<file path="config.mk">
export PLATFORM = sky130hd
export DESIGN_NAME = sync_qualifier
export DESIGN_NICKNAME = d
export VERILOG_FILES = /design/src/rtl/sync_qual_pkg.sv /design/src/rtl/sync_synchroniser.sv /design/src/rtl/sync_qualifier.sv
export SDC_FILE = /design/constraint.sdc
export NUM_CORES = 1
export LEC_CHECK = 0
export ABC_AREA = 1
export BUFFER_PORTS_ARGS = -buffer_cell sky130_fd_sc_hd__buf_2
export CORE_MARGIN = 2
export CORE_UTILIZATION = 50
export DETAILED_ROUTE_END_ITERATION = 12
export PLACE_DENSITY = 0.76
export SYNTH_ARGS = -nofsm -noshare
export SYNTH_HDL_FRONTEND = slang
export SYNTH_SLANG_ARGS = --single-unit
</file>
<file path="constraint.sdc">
create_clock -name clk -period 4.4 [get_ports clk]
set_input_delay 0.66 -clock clk [delete_from_list [all_inputs] [get_ports clk]]
set_output_delay 0.66 -clock clk [all_outputs]
set_load 0.03 [all_outputs]
</file>
<file path="src/rtl/sync_qual_pkg.sv">
`default_nettype none
// ============================================================================
//  Module      : sync_qual_pkg
//  Description : Shared types and constants for the sync qualifier. Holds
//                the qualifier FSM state encoding, timestamp and period
//                widths, and the saturating period helper.
//  Revision    : 1.0 - initial release
// ============================================================================
package sync_qual_pkg;

   localparam int TS_WIDTH     = 64;
   localparam int PERIOD_WIDTH = 32;

   localparam logic [PERIOD_WIDTH-1:0] PERIOD_SAT = {PERIOD_WIDTH{1'b1}};

   // Qualifier FSM encoding (2-bit, legacy-compatible constants)
   typedef logic [1:0] state_t;
   localparam logic [1:0] ST_IDLE = 2'd0;
   localparam logic [1:0] ST_ARM  = 2'd1;
   localparam logic [1:0] ST_QUAL = 2'd2;
   localparam logic [1:0] ST_HOLD = 2'd3;

   // Clamp a 64-bit edge-to-edge difference into the 32-bit period field.
   function automatic logic [PERIOD_WIDTH-1:0] sat_period(input logic [TS_WIDTH-1:0] diff);
      if (diff[TS_WIDTH-1:PERIOD_WIDTH] != '0) begin
         return PERIOD_SAT;
      end
      return diff[PERIOD_WIDTH-1:0];
   endfunction

endpackage
`default_nettype wire

</file>
<file path="src/rtl/sync_synchroniser.sv">
`default_nettype none
// ============================================================================
//  Module      : sync_synchroniser
//  Description : N-flop clock-domain synchroniser for a single asynchronous
//                bit. All flops clear on reset.
//  Ports       : clk      - destination clock
//                resetn   - asynchronous active-low reset
//                i_async  - raw asynchronous input
//                o_sync   - input after G_STAGES flops
//  Revision    : 1.0 - initial release
// ============================================================================
module sync_synchroniser #(
   parameter int G_STAGES = 3
) (
   input  logic clk,
   input  logic resetn,
   input  logic i_async,
   output logic o_sync
);

   logic [G_STAGES-1:0] chain_q;
   logic [G_STAGES-1:0] chain_d;

   always_comb begin
      chain_d = {chain_q[G_STAGES-2:0], i_async};
   end

   always_ff @(posedge clk or negedge resetn) begin
      if (!resetn) begin
         chain_q <= '0;
      end else begin
         chain_q <= chain_d;
      end
   end

   assign o_sync = chain_q[G_STAGES-1];

endmodule
`default_nettype wire

</file>
<file path="src/rtl/sync_qualifier.sv">
`default_nettype none
// ============================================================================
//  Module      : sync_qualifier
//  Description : Conditions a raw external sync: synchronises it, rejects
//                short and too-early pulses, timestamps accepted rising
//                edges against a 64-bit free-running counter, measures the
//                edge-to-edge period, runs a missing-sync watchdog and emits
//                a stretched clean sync level.
//  Ports       : clk, resetn (async active-low), sync_in (raw async sync),
//                i_enable, i_min_period, i_timeout (configuration),
//                o_sync (stretched sync), o_ts_valid/o_timestamp/o_period
//                (edge record), o_missing (watchdog strobe), o_locked,
//                o_sync_count/o_glitch_count (saturating event counters).
//  Revision    : 1.0 - initial release
// ============================================================================
module sync_qualifier
   import sync_qual_pkg::*;
#(
   parameter int G_SYNC_STAGES = 3,
   parameter int G_MIN_WIDTH   = 4,
   parameter int G_OUT_WIDTH   = 4,
   parameter int G_CNT_WIDTH   = 16
) (
   input  logic                    clk,
   input  logic                    resetn,
   input  logic                    sync_in,
   input  logic                    i_enable,
   input  logic [31:0]             i_min_period,
   input  logic [31:0]             i_timeout,
   output logic                    o_sync,
   output logic                    o_ts_valid,
   output logic [TS_WIDTH-1:0]     o_timestamp,
   output logic [PERIOD_WIDTH-1:0] o_period,
   output logic                    o_missing,
   output logic                    o_locked,
   output logic [G_CNT_WIDTH-1:0]  o_sync_count,
   output logic [G_CNT_WIDTH-1:0]  o_glitch_count
);

   localparam int                    HCNT_W  = $clog2(G_MIN_WIDTH + 1) + 1;
   localparam logic [HCNT_W-1:0]     MIN_W   = HCNT_W'(G_MIN_WIDTH);
   localparam logic [HCNT_W-1:0]     HCNT_1  = HCNT_W'(1);
   localparam int                    OCNT_W  = $clog2(G_OUT_WIDTH) + 1;
   localparam logic [OCNT_W-1:0]     OUT_REM = OCNT_W'(G_OUT_WIDTH - 1);
   localparam logic [OCNT_W-1:0]     OCNT_1  = OCNT_W'(1);
   localparam logic [G_CNT_WIDTH-1:0] CNT_1  = G_CNT_WIDTH'(1);

   logic                    s_sync;

   logic [TS_WIDTH-1:0]     free_count_q, free_count_d;
   logic [G_SYNC_STAGES-1:0] prime_q, prime_d;
   state_t                  state_q, state_d;
   logic [HCNT_W-1:0]       hcnt_q, hcnt_d;
   logic [TS_WIDTH-1:0]     ts_edge_q, ts_edge_d;
   logic [TS_WIDTH-1:0]     last_ts_q, last_ts_d;
   logic                    first_seen_q, first_seen_d;
   logic                    sync_q, sync_d;
   logic [OCNT_W-1:0]       srem_q, srem_d;
   logic                    ts_valid_q, ts_valid_d;
   logic [TS_WIDTH-1:0]     timestamp_q, timestamp_d;
   logic [PERIOD_WIDTH-1:0] period_q, period_d;
   logic                    missing_q, missing_d;
   logic                    locked_q, locked_d;
   logic [G_CNT_WIDTH-1:0]  sync_cnt_q, sync_cnt_d;
   logic [G_CNT_WIDTH-1:0]  glitch_cnt_q, glitch_cnt_d;
   logic [31:0]             wd_q, wd_d;

   logic                    w_primed;
   logic [TS_WIDTH-1:0]     w_edge_ts;
   logic [TS_WIDTH-1:0]     w_diff;
   logic                    w_too_early;
   logic                    w_qualify;
   logic                    w_accept;
   logic                    w_glitch;

   sync_synchroniser #(
      .G_STAGES (G_SYNC_STAGES)
   ) u_sync (
      .clk     (clk),
      .resetn  (resetn),
      .i_async (sync_in),
      .o_sync  (s_sync)
   );

   always_comb begin
      // The synchroniser comes out of reset holding zeros, which is not a real
      // low on the pin. Wait until the chain has been refilled from the pin
      // before IDLE may treat s_sync=0 as a genuine low.
      prime_d  = {prime_q[G_SYNC_STAGES-2:0], 1'b1};
      w_primed = prime_q[G_SYNC_STAGES-1];

      free_count_d = free_count_q + 64'd1;

      // In ARM the edge is the current cycle (only relevant for a
      // single-cycle minimum width); afterwards it is the captured value.
      w_edge_ts   = (state_q == ST_ARM) ? free_count_q : ts_edge_q;
      w_diff      = w_edge_ts - last_ts_q;
      w_too_early = first_seen_q && (i_min_period != 32'd0) &&
                    (w_diff < {32'd0, i_min_period});

      w_qualify = i_enable && s_sync &&
                  (((state_q == ST_ARM) && (G_MIN_WIDTH == 1)) ||
                   ((state_q == ST_QUAL) && ((hcnt_q + HCNT_1) == MIN_W)));
      w_accept  = w_qualify && !w_too_early;
      w_glitch  = (w_qualify && w_too_early) ||
                  (i_enable && (state_q == ST_QUAL) && !s_sync);

      // Qualifier FSM
      state_d   = state_q;
      hcnt_d    = hcnt_q;
      ts_edge_d = ts_edge_q;
      if (!i_enable) begin
         state_d = ST_IDLE;
      end else begin
         case (state_q)
            ST_IDLE: begin
               if (w_primed && !s_sync) begin
                  state_d = ST_ARM;
               end
            end
            ST_ARM: begin
               if (s_sync) begin
                  ts_edge_d = free_count_q;
                  hcnt_d    = HCNT_1;
                  state_d   = w_qualify ? ST_HOLD : ST_QUAL;
               end
            end
            ST_QUAL: begin
               if (!s_sync) begin
                  state_d = ST_ARM;
               end else begin
                  hcnt_d = hcnt_q + HCNT_1;
                  if (w_qualify) begin
                     state_d = ST_HOLD;
                  end
               end
            end
            ST_HOLD: begin
               if (!s_sync) begin
                  state_d = ST_ARM;
               end
            end
            default: state_d = ST_IDLE;
         endcase
      end

      // Edge record
      ts_valid_d  = w_accept;
      timestamp_d = w_accept ? w_edge_ts : timestamp_q;
      period_d    = period_q;
      if (w_accept) begin
         period_d = first_seen_q ? sat_period(w_diff) : '0;
      end
      last_ts_d    = w_accept ? w_edge_ts : last_ts_q;
      first_seen_d = i_enable && (w_accept || first_seen_q);

      // Saturating counters
      sync_cnt_d = sync_cnt_q;
      if (w_accept && (sync_cnt_q != '1)) begin
         sync_cnt_d = sync_cnt_q + CNT_1;
      end
      glitch_cnt_d = glitch_cnt_q;
      if (w_glitch && (glitch_cnt_q != '1)) begin
         glitch_cnt_d = glitch_cnt_q + CNT_1;
      end

      // Output stretch; a fresh accept reloads the remaining count
      sync_d = 1'b0;
      srem_d = '0;
      if (i_enable) begin
         if (w_accept) begin
            sync_d = 1'b1;
            srem_d = OUT_REM;
         end else if (srem_q != '0) begin
            sync_d = 1'b1;
            srem_d = srem_q - OCNT_1;
         end
      end

      // Watchdog and lock; accept takes priority over an expiring watchdog
      missing_d = 1'b0;
      wd_d      = wd_q;
      locked_d  = locked_q;
      if (!i_enable) begin
         wd_d     = '0;
         locked_d = 1'b0;
      end else if (w_accept) begin
         wd_d = '0;
         if (first_seen_q) begin
            locked_d = 1'b1;
         end
      end else if (i_timeout == 32'd0) begin
         wd_d = '0;
      end else if ((wd_q + 32'd1) == i_timeout) begin
         missing_d = 1'b1;
         locked_d  = 1'b0;
         wd_d      = '0;
      end else begin
         wd_d = wd_q + 32'd1;
      end
   end

   always_ff @(posedge clk or negedge resetn) begin
      if (!resetn) begin
         free_count_q <= '0;
         prime_q      <= '0;
         state_q      <= ST_IDLE;
         hcnt_q       <= '0;
         ts_edge_q    <= '0;
         last_ts_q    <= '0;
         first_seen_q <= 1'b0;
         sync_q       <= 1'b0;
         srem_q       <= '0;
         ts_valid_q   <= 1'b0;
         timestamp_q  <= '0;
         period_q     <= '0;
         missing_q    <= 1'b0;
         locked_q     <= 1'b0;
         sync_cnt_q   <= '0;
         glitch_cnt_q <= '0;
         wd_q         <= '0;
      end else begin
         free_count_q <= free_count_d;
         prime_q      <= prime_d;
         state_q      <= state_d;
         hcnt_q       <= hcnt_d;
         ts_edge_q    <= ts_edge_d;
         last_ts_q    <= last_ts_d;
         first_seen_q <= first_seen_d;
         sync_q       <= sync_d;
         srem_q       <= srem_d;
         ts_valid_q   <= ts_valid_d;
         timestamp_q  <= timestamp_d;
         period_q     <= period_d;
         missing_q    <= missing_d;
         locked_q     <= locked_d;
         sync_cnt_q   <= sync_cnt_d;
         glitch_cnt_q <= glitch_cnt_d;
         wd_q         <= wd_d;
      end
   end

   assign o_sync         = sync_q;
   assign o_ts_valid     = ts_valid_q;
   assign o_timestamp    = timestamp_q;
   assign o_period       = period_q;
   assign o_missing      = missing_q;
   assign o_locked       = locked_q;
   assign o_sync_count   = sync_cnt_q;
   assign o_glitch_count = glitch_cnt_q;

endmodule
`default_nettype wire

</file>
==> results of run 1 <==
==> cell usage after synthesis, types with 4 or more instances <==
cell and count:
nor2_2 8, dfrtp_1 308, buf_2 9, inv_1 607, nand4_1 66, xor2_1 122, ha_1 103, o21ai_1 13
o21ai_0 231, or2_2 16, and3_1 7, xnor2_1 22, a21oi_1 66, buf_6 18, nor3_1 88, buf_4 4
nor4_1 40, clkbuf_1 39, nand2_1 1155, nand3b_1 8, nor2_1 238, nand3_1 149, inv_2 7, nor3_2 16
o21ai_2 50, a211oi_1 4, nand2_2 10, o21bai_1 4
==> worst max path at each step <==
stage / startpoint / endpoint / cells after the start
finish: state_q[1] / o_period[9] / 27
global route: state_q[1] / o_period[9] / 31
CTS: state_q[1] / o_glitch_count[12] / 29
detailed placement: state_q[1] / o_timestamp[10] / 29
global placement: state_q[1] / o_timestamp[7] / 27
floorplan: state_q[1] / o_timestamp[19] / 35
==> state kept, by name, indices dropped and copies added, names as in the netlist, 4 cells and up <==
signal / flops
ts_edge_q: 64
o_sync_count: 16
wd_q: 32
free_count_q: 64
o_timestamp: 64
o_glitch_count: 16
o_period: 32
hcnt_q: 4
==> layer usage <==
metal | global-route usage [%] | vias up | part of all wire (%) | wire length (µm)
li1 | - | 11700 | - | -
met1 | 41.5 | 11100 | 43 | 32900
met2 | 50.8 | 863 | 46 | 35500
met3 | 3.78 | 202 | 6.2 | 4770
met4 | 13.3 | 0 | 4.4 | 3400
met5 | 0 | - | 0 | 0
==> final cells by class <==
cell class,instances,share of cell area (%)
sequential,308,26.1
clock inverter,16,0.695
multi-input combinational,2437,46.1
tap,600,2.54
inverter,617,7.92
clock buffer,50,3.57
timing repair buffer,520,13.1
==> repair_timing <==
action / in CTS / in global routing
buffers inserted: 22 / 14
gates cloned: 8 / 5
endpoints found under the hold margin: 0 / 0
gates resized for setup: 140 / 216
hold buffers: 0 / 0
setup endpoints to repair: 168 / 168
pin swaps: 38 / 49
==> cells in the final DEF (no fill, tap or decap), types with 57 or more instances in the layout <==
cell / instances
a21oi_1: 57
buf_2: 198
buf_4: 285
dfrtp_1: 308
ha_1: 75
inv_1: 599
nand2_1: 1098
nand2_2: 61
nand3_1: 141
nand4_1: 66
nor2_1: 204
nor3_1: 69
o21ai_0: 172
o21ai_2: 60
xor2_1: 103
==> cell families (layout without fill, tap and decap cells) <==
logic type / after synthesis / in the layout / share of synthesized area, %
other: 1 / 1 / 0.0165
XOR/XNOR: 144 / 144 / 5.54
buffers and inverters: 687 / 1203 / 12.0
AND/OR/NAND/NOR: 1813 / 1814 / 33.6
flip-flops: 308 / 308 / 33.8
adder cells (fa/ha/maj): 104 / 104 / 5.75
AO/OA/AOI/OAI: 374 / 374 / 9.21
==> where the power goes <==
| group | total [µW] | internal (µW) | switching [µW] | leakage [µW] |
|---|---|---|---|---|
| registers | 2920 | 2880 | 42.6 | 0.00393 |
| logic | 931 | 380 | 551 | 0.0110 |
| clock network | 3180 | 1880 | 1300 | 0.000615 |
==> worst max-delay path, stage by stage (launching register included) <==
cell and delay, ns:
dfrtp_1 0.40, inv_2 0.09, ha_4 0.18, inv_8 0.08, buf_12 0.14, o21ai_1 0.18, buf_4 0.17, ha_4 0.21
nand2_2 0.10, inv_1 0.08, a21oi_2 0.16, nand2_2 0.09, buf_4 0.14, nand2_2 0.07, nand3_2 0.14, xor2_2 0.19
ha_1 0.34, nand4_1 0.18, buf_4 0.19, nor4b_4 0.25, a21oi_2 0.13, nand3_2 0.11, buf_6 0.12, nand2_8 0.09
buf_12 0.21, buf_16 0.14, nand2_1 0.06, o21ai_0 0.12
==> metrics by stage <==
stage	worst slack (ns)	hold WS [ns]
after floorplan	0.0666	0.331
after global placement	-0.388	0.332
after detailed placement	-0.501	0.336
after CTS	-0.0364	0.180
after global routing	-0.325	0.192
final	-0.127	0.133
==> flow_summary.json, run 1 <==
{
  "multiInputGateArea_um2": 13600,
  "clk_pin_slew_worst_paths_ns": 0.06,
  "design_area_um2": 29500,
  "cts_sinks": 308,
  "fin_util_pct": 65.4,
  "final_max_slew_viol_count": 0,
  "cts_max_path_buffers": 3,
  "critical_path.endpoint_type": "flop",
  "h-tree-depth": 2,
  "clock_latency_ns": 0.58,
  "antenna_found_initial": 0,
  "peakVddDrop_v": 0.000349,
  "yosysTopAreaCell": "dfrtp_1",
  "cts_buffers": 37,
  "reg2reg_to": "o_period[9]",
  "async_reset_ff_share_pct": 100,
  "hp-class": "input pin to asynchronous set/reset pin",
  "synthFlopType": "dfrtp_1",
  "syn_inst": 3431,
  "ant_nets": 0,
  "violations": "setup timing",
  "drive_above_1_share_pct": 23.1,
  "synth_enable_flop_cells": 0,
  "worstPathRequired_ns": 4.83,
  "power.density_nw_per_um2": 238,
  "cts_root_buffer": "clkbuf_16",
  "synth-seq-area-share_pct": 33.8,
  "critPathLaunchType": "flop",
  "wl_per_cell_um": 16.8,
  "cts_tree": "yes",
  "fin_setup_tns_ns": -6.52,
  "ys_ff_latch": 308,
  "place_inst": 4433,
  "grt_pass1_wl_um": 117000,
  "synth_top_cell_area_share_pct": 33.8,
  "worst-r2r-cell-count": 27,
  "drcViolationCount": 0,
  "worst_ep_arrival_time_ns": 4.95,
  "io_pins": 200,
  "start_util_pct": 50.4,
  "hold_viol_final": 0,
  "outcome": "finished, violations left",
  "synth_nets": 3603,
  "gp_congestion": 0.997,
  "vias": 23900,
  "finalPower_uw": 7040,
  "vias_per_cell": 5.26,
  "synth_area_um2": 22800,
  "syn_area_per_cell_um2": 6.64,
  "r2r_start": "state_q[1]",
  "fin_crit_ns": 4.53,
  "maxCapViolCount": 0,
  "r2r_slack_ns": -0.13,
  "fin_crit_sh_pct": 103,
  "die_x_um": 217,
  "layout_setup_ws_ns": -0.127,
  "drt_first_pass_iters": 7,
  "core_um2": 45200,
  "fillCellCount": 3933,
  "totalWireLength_um": 76600,
  "finClkSkew_ns": 0.0280,
  "postPlaceCellArea_um2": 26300,
  "fin_nets": 4093,
  "relSlewSlack_pct": 24.0,
  "worstSetupPathType": "flop to flop",
  "power_leakage_uw": 0.0155,
  "fin_cells": 4548,
  "tightest_slew_ns": 1.14,
  "setup_viol": 138,
  "port_buffers": 199,
  "regArea_um2": 7710,
  "dieArea_um2": 47300,
  "grt_max_degree": 129,
  "detail_route.iter0.violations": 2210,
  "num_rows": 78,
  "overflow": 0,
  "synth_warnings": 0,
  "ys_types": 44,
  "fmaxAchievable_mhz": 221,
  "synth_area_leaders": "dfrtp_1 34%, nand2_1 19%, inv_1 10%, ha_1 5.7%, o21ai_0 5.1%",
  "hpwl_um": 56800,
  "syn_to_final_growth_pct": 29.7,
  "crit_path_max_fanout": 8,
  "die_h_um": 217,
  "grt_pass1_vias": 22600,
  "rsz0062_at_grt": "true",
  "grt_usage_pct": 31.0,
  "antenna_cells": 0
}
Power figures use the tool's default switching activity.
==> run 2, diff against run 1 <==
--- a/config.mk
+++ b/config.mk
@@ -7,7 +7,7 @@
 export LEC_CHECK = 0
 export ABC_AREA = 1
 export BUFFER_PORTS_ARGS = -buffer_cell sky130_fd_sc_hd__buf_2
-export CORE_MARGIN = 2
+export CORE_MARGIN = 3
 export CORE_UTILIZATION = 50
 export DETAILED_ROUTE_END_ITERATION = 12
 export PLACE_DENSITY = 0.76
==> run 2 against run 1 <==
  * The run still ends with setup timing left
  * Maximum frequency down 5.4%
  * Highest routed layer unchanged
  * Combinational power rose by 9.6%
  * Global-route usage down 0.45 points
  * Largest power group unchanged
  * Routed wire length increased by 6.7%
  * Worst hold slack worse by 0.0027 ns
  * Non-clock buffer count up 35
==> flow_summary.json, run 2 (synthesized netlist as in run 1, its figures left out) <==
{
  "cts_root_buffer": "clkbuf_16",
  "grt_pass1_vias": 22400,
  "worst-r2r-cell-count": 31,
  "num_rows": 77,
  "finalPower_uw": 7120,
  "clock_latency_ns": 0.57,
  "design_area_um2": 30300,
  "grt_pass1_wl_um": 117000,
  "drcViolationCount": 0,
  "critPathLaunchType": "flop",
  "io_pins": 200,
  "p_sw_uw": 1890,
  "critical_path.max_stage_delay_ns": 0.39,
  "vias_per_cell": 5.39,
  "final_max_slew_viol_count": 0,
  "port_buffers": 199,
  "syn_to_final_growth_pct": 32.9,
  "setup_viol": 168,
  "finClkSkew_ns": 0.0339,
  "cts_hold_buffers": 0,
  "fin_nets": 4128,
  "antenna_found_initial": 0,
  "relSlewSlack_pct": 22.9,
  "fin_crit_sh_pct": 109,
  "fin_util_pct": 67.9,
  "holdWs_ns": 0.131,
  "final_cell_mix": "1,058 x nand2_1, 594 x inv_1, 317 x buf_4",
  "r2r_start": "state_q[1]",
  "tightest_slew_ns": 1.16,
  "reg2reg_to": "wd_q[17]",
  "p_comb_share_pct": 14.3,
  "worst_ep_arrival_time_ns": 5.24,
  "clk_pin_slew_worst_paths_ns": 0.06,
  "slowest_stage": "dfrtp_1",
  "cts_max_path_buffers": 3,
  "p_clk_share_pct": 44.6,
  "drt_first_pass_iters": 6,
  "core_um2": 44600,
  "gp_congestion": 1.01,
  "peakVddDrop_v": 0.000275,
  "fin_setup_tns_ns": -43.92,
  "rsz0062_at_grt": "true",
  "power_leakage_uw": 0.0159,
  "vias": 24600,
  "power.density_nw_per_um2": 235,
  "final_common_cell": "nand2_1",
  "cts_tree": "yes",
  "cts_sinks": 308,
  "drive_above_1_share_pct": 25.2,
  "die_x_um": 219,
  "switching_share_pct": 26.6,
  "worstSetupPathType": "flop to flop",
  "detail_route.iter0.violations": 2400,
  "maxCapViolCount": 0,
  "grt_max_degree": 129,
  "fin_crit_ns": 4.78,
  "grt_usage_pct": 30.6,
  "antenna_cells": 0,
  "wl_per_cell_um": 17.9,
  "fmaxAchievable_mhz": 209,
  "hp-class": "input pin to asynchronous set/reset pin",
  "cts_buffers": 37,
  "power_frac_seq_pct": 41.1,
  "crit_path_max_fanout": 7,
  "die_h_um": 219,
  "start_util_pct": 51.1,
  "ant_nets": 0,
  "intPower_uw": 5230,
  "h-tree-depth": 2,
  "r2r_slack_ns": -0.38,
  "outcome": "finished, violations left",
  "violations": "setup timing",
  "totalWireLength_um": 81700,
  "layout_setup_ws_ns": -0.383,
  "hpwl_um": 57400,
  "worstPathRequired_ns": 4.86,
  "critical_path.endpoint_type": "flop",
  "overflow": 0,
  "hold_viol_final": 0,
  "postPlaceCellArea_um2": 26400,
  "dieArea_um2": 48200
}
run 2: cell count changes in the layout (fill, tap and decap cells not counted), sizes merged:
cell	previous run	this run
clkinv	12	10
buf	514	545
nand2	1167	1166
inv	616	614
clkbuf	56	63
run 2: what timing repair did:
item | 4_1_cts | 5_1_grt
gates cloned | 6 | 13
setup endpoints to repair | 168 | 168
pin swaps | 27 | 103
endpoints found under the hold margin | 0 | 0
buffers inserted | 34 | 27
gates resized for setup | 156 | 329
run 2: area by class of cell:
class | instances | area, µm²
clock buffers | 53 | 1110
clock inverters | 11 | 154
fillers | 3608 | 14300
inverters | 617 | 2330
multi-input cells | 2436 | 14000
flip-flops and latches | 308 | 7710
well taps | 592 | 741
repair buffers | 555 | 4170
repair inverters | 1 | 11.3
run 2: power groups by stage:
stage          Clock [µW]  Sequential (µW)  Combinational, µW
2_1_floorplan           0             2970                379
3_3_place_gp            0             2970                712
3_5_place_dp            0             2970                718
4_1_cts              3210             2920                822
5_1_grt              3320             2930               1110
6_report             3180             2920               1020
run 2: layer usage:
metal	part of all wire [%]	GRT usage, %
met5	0	0
met4	4.8	11.5
met3	7.0	3.13
met2	47	50.5
met1	41	41.5
run 2: worst max-delay path, delay by kind of cell, from the launching register on:
| kind | cells | cell delay [ns] |
|---|---|---|
| AND/OR/NAND/NOR | 15 | 1.48 |
| buffers and inverters | 8 | 1.04 |
| adder cells (fa/ha/maj) | 3 | 0.83 |
| AO/OA/AOI/OAI | 4 | 0.69 |
| flip-flops | 1 | 0.39 |
| XOR/XNOR | 1 | 0.23 |
run 2: how the worst max path moves through the flow:
| stage | startpoint | to | slack (ns) | cells past startpoint |
|---|---|---|---|---|
| 3_5_place_dp | state_q[1] | wd_q[0] | -0.42 | 29 |
| 5_1_grt | state_q[1] | wd_q[17] | -0.67 | 31 |
| 3_3_place_gp | state_q[1] | wd_q[5] | -0.31 | 28 |
| 4_1_cts | state_q[1] | o_sync_count[7] | -0.06 | 33 |
| 2_1_floorplan | state_q[1] | o_timestamp[19] | 0.07 | 35 |
| 6_report | state_q[1] | wd_q[17] | -0.38 | 31 |
run 2: per-stage QoR:
stage                     setup WS (ns)  cells
after detailed placement         -0.417   4437
after global routing             -0.673   4573
after CTS                       -0.0599   4541
after floorplan                  0.0666   3431
final                            -0.383   4573
after global placement           -0.307   4437
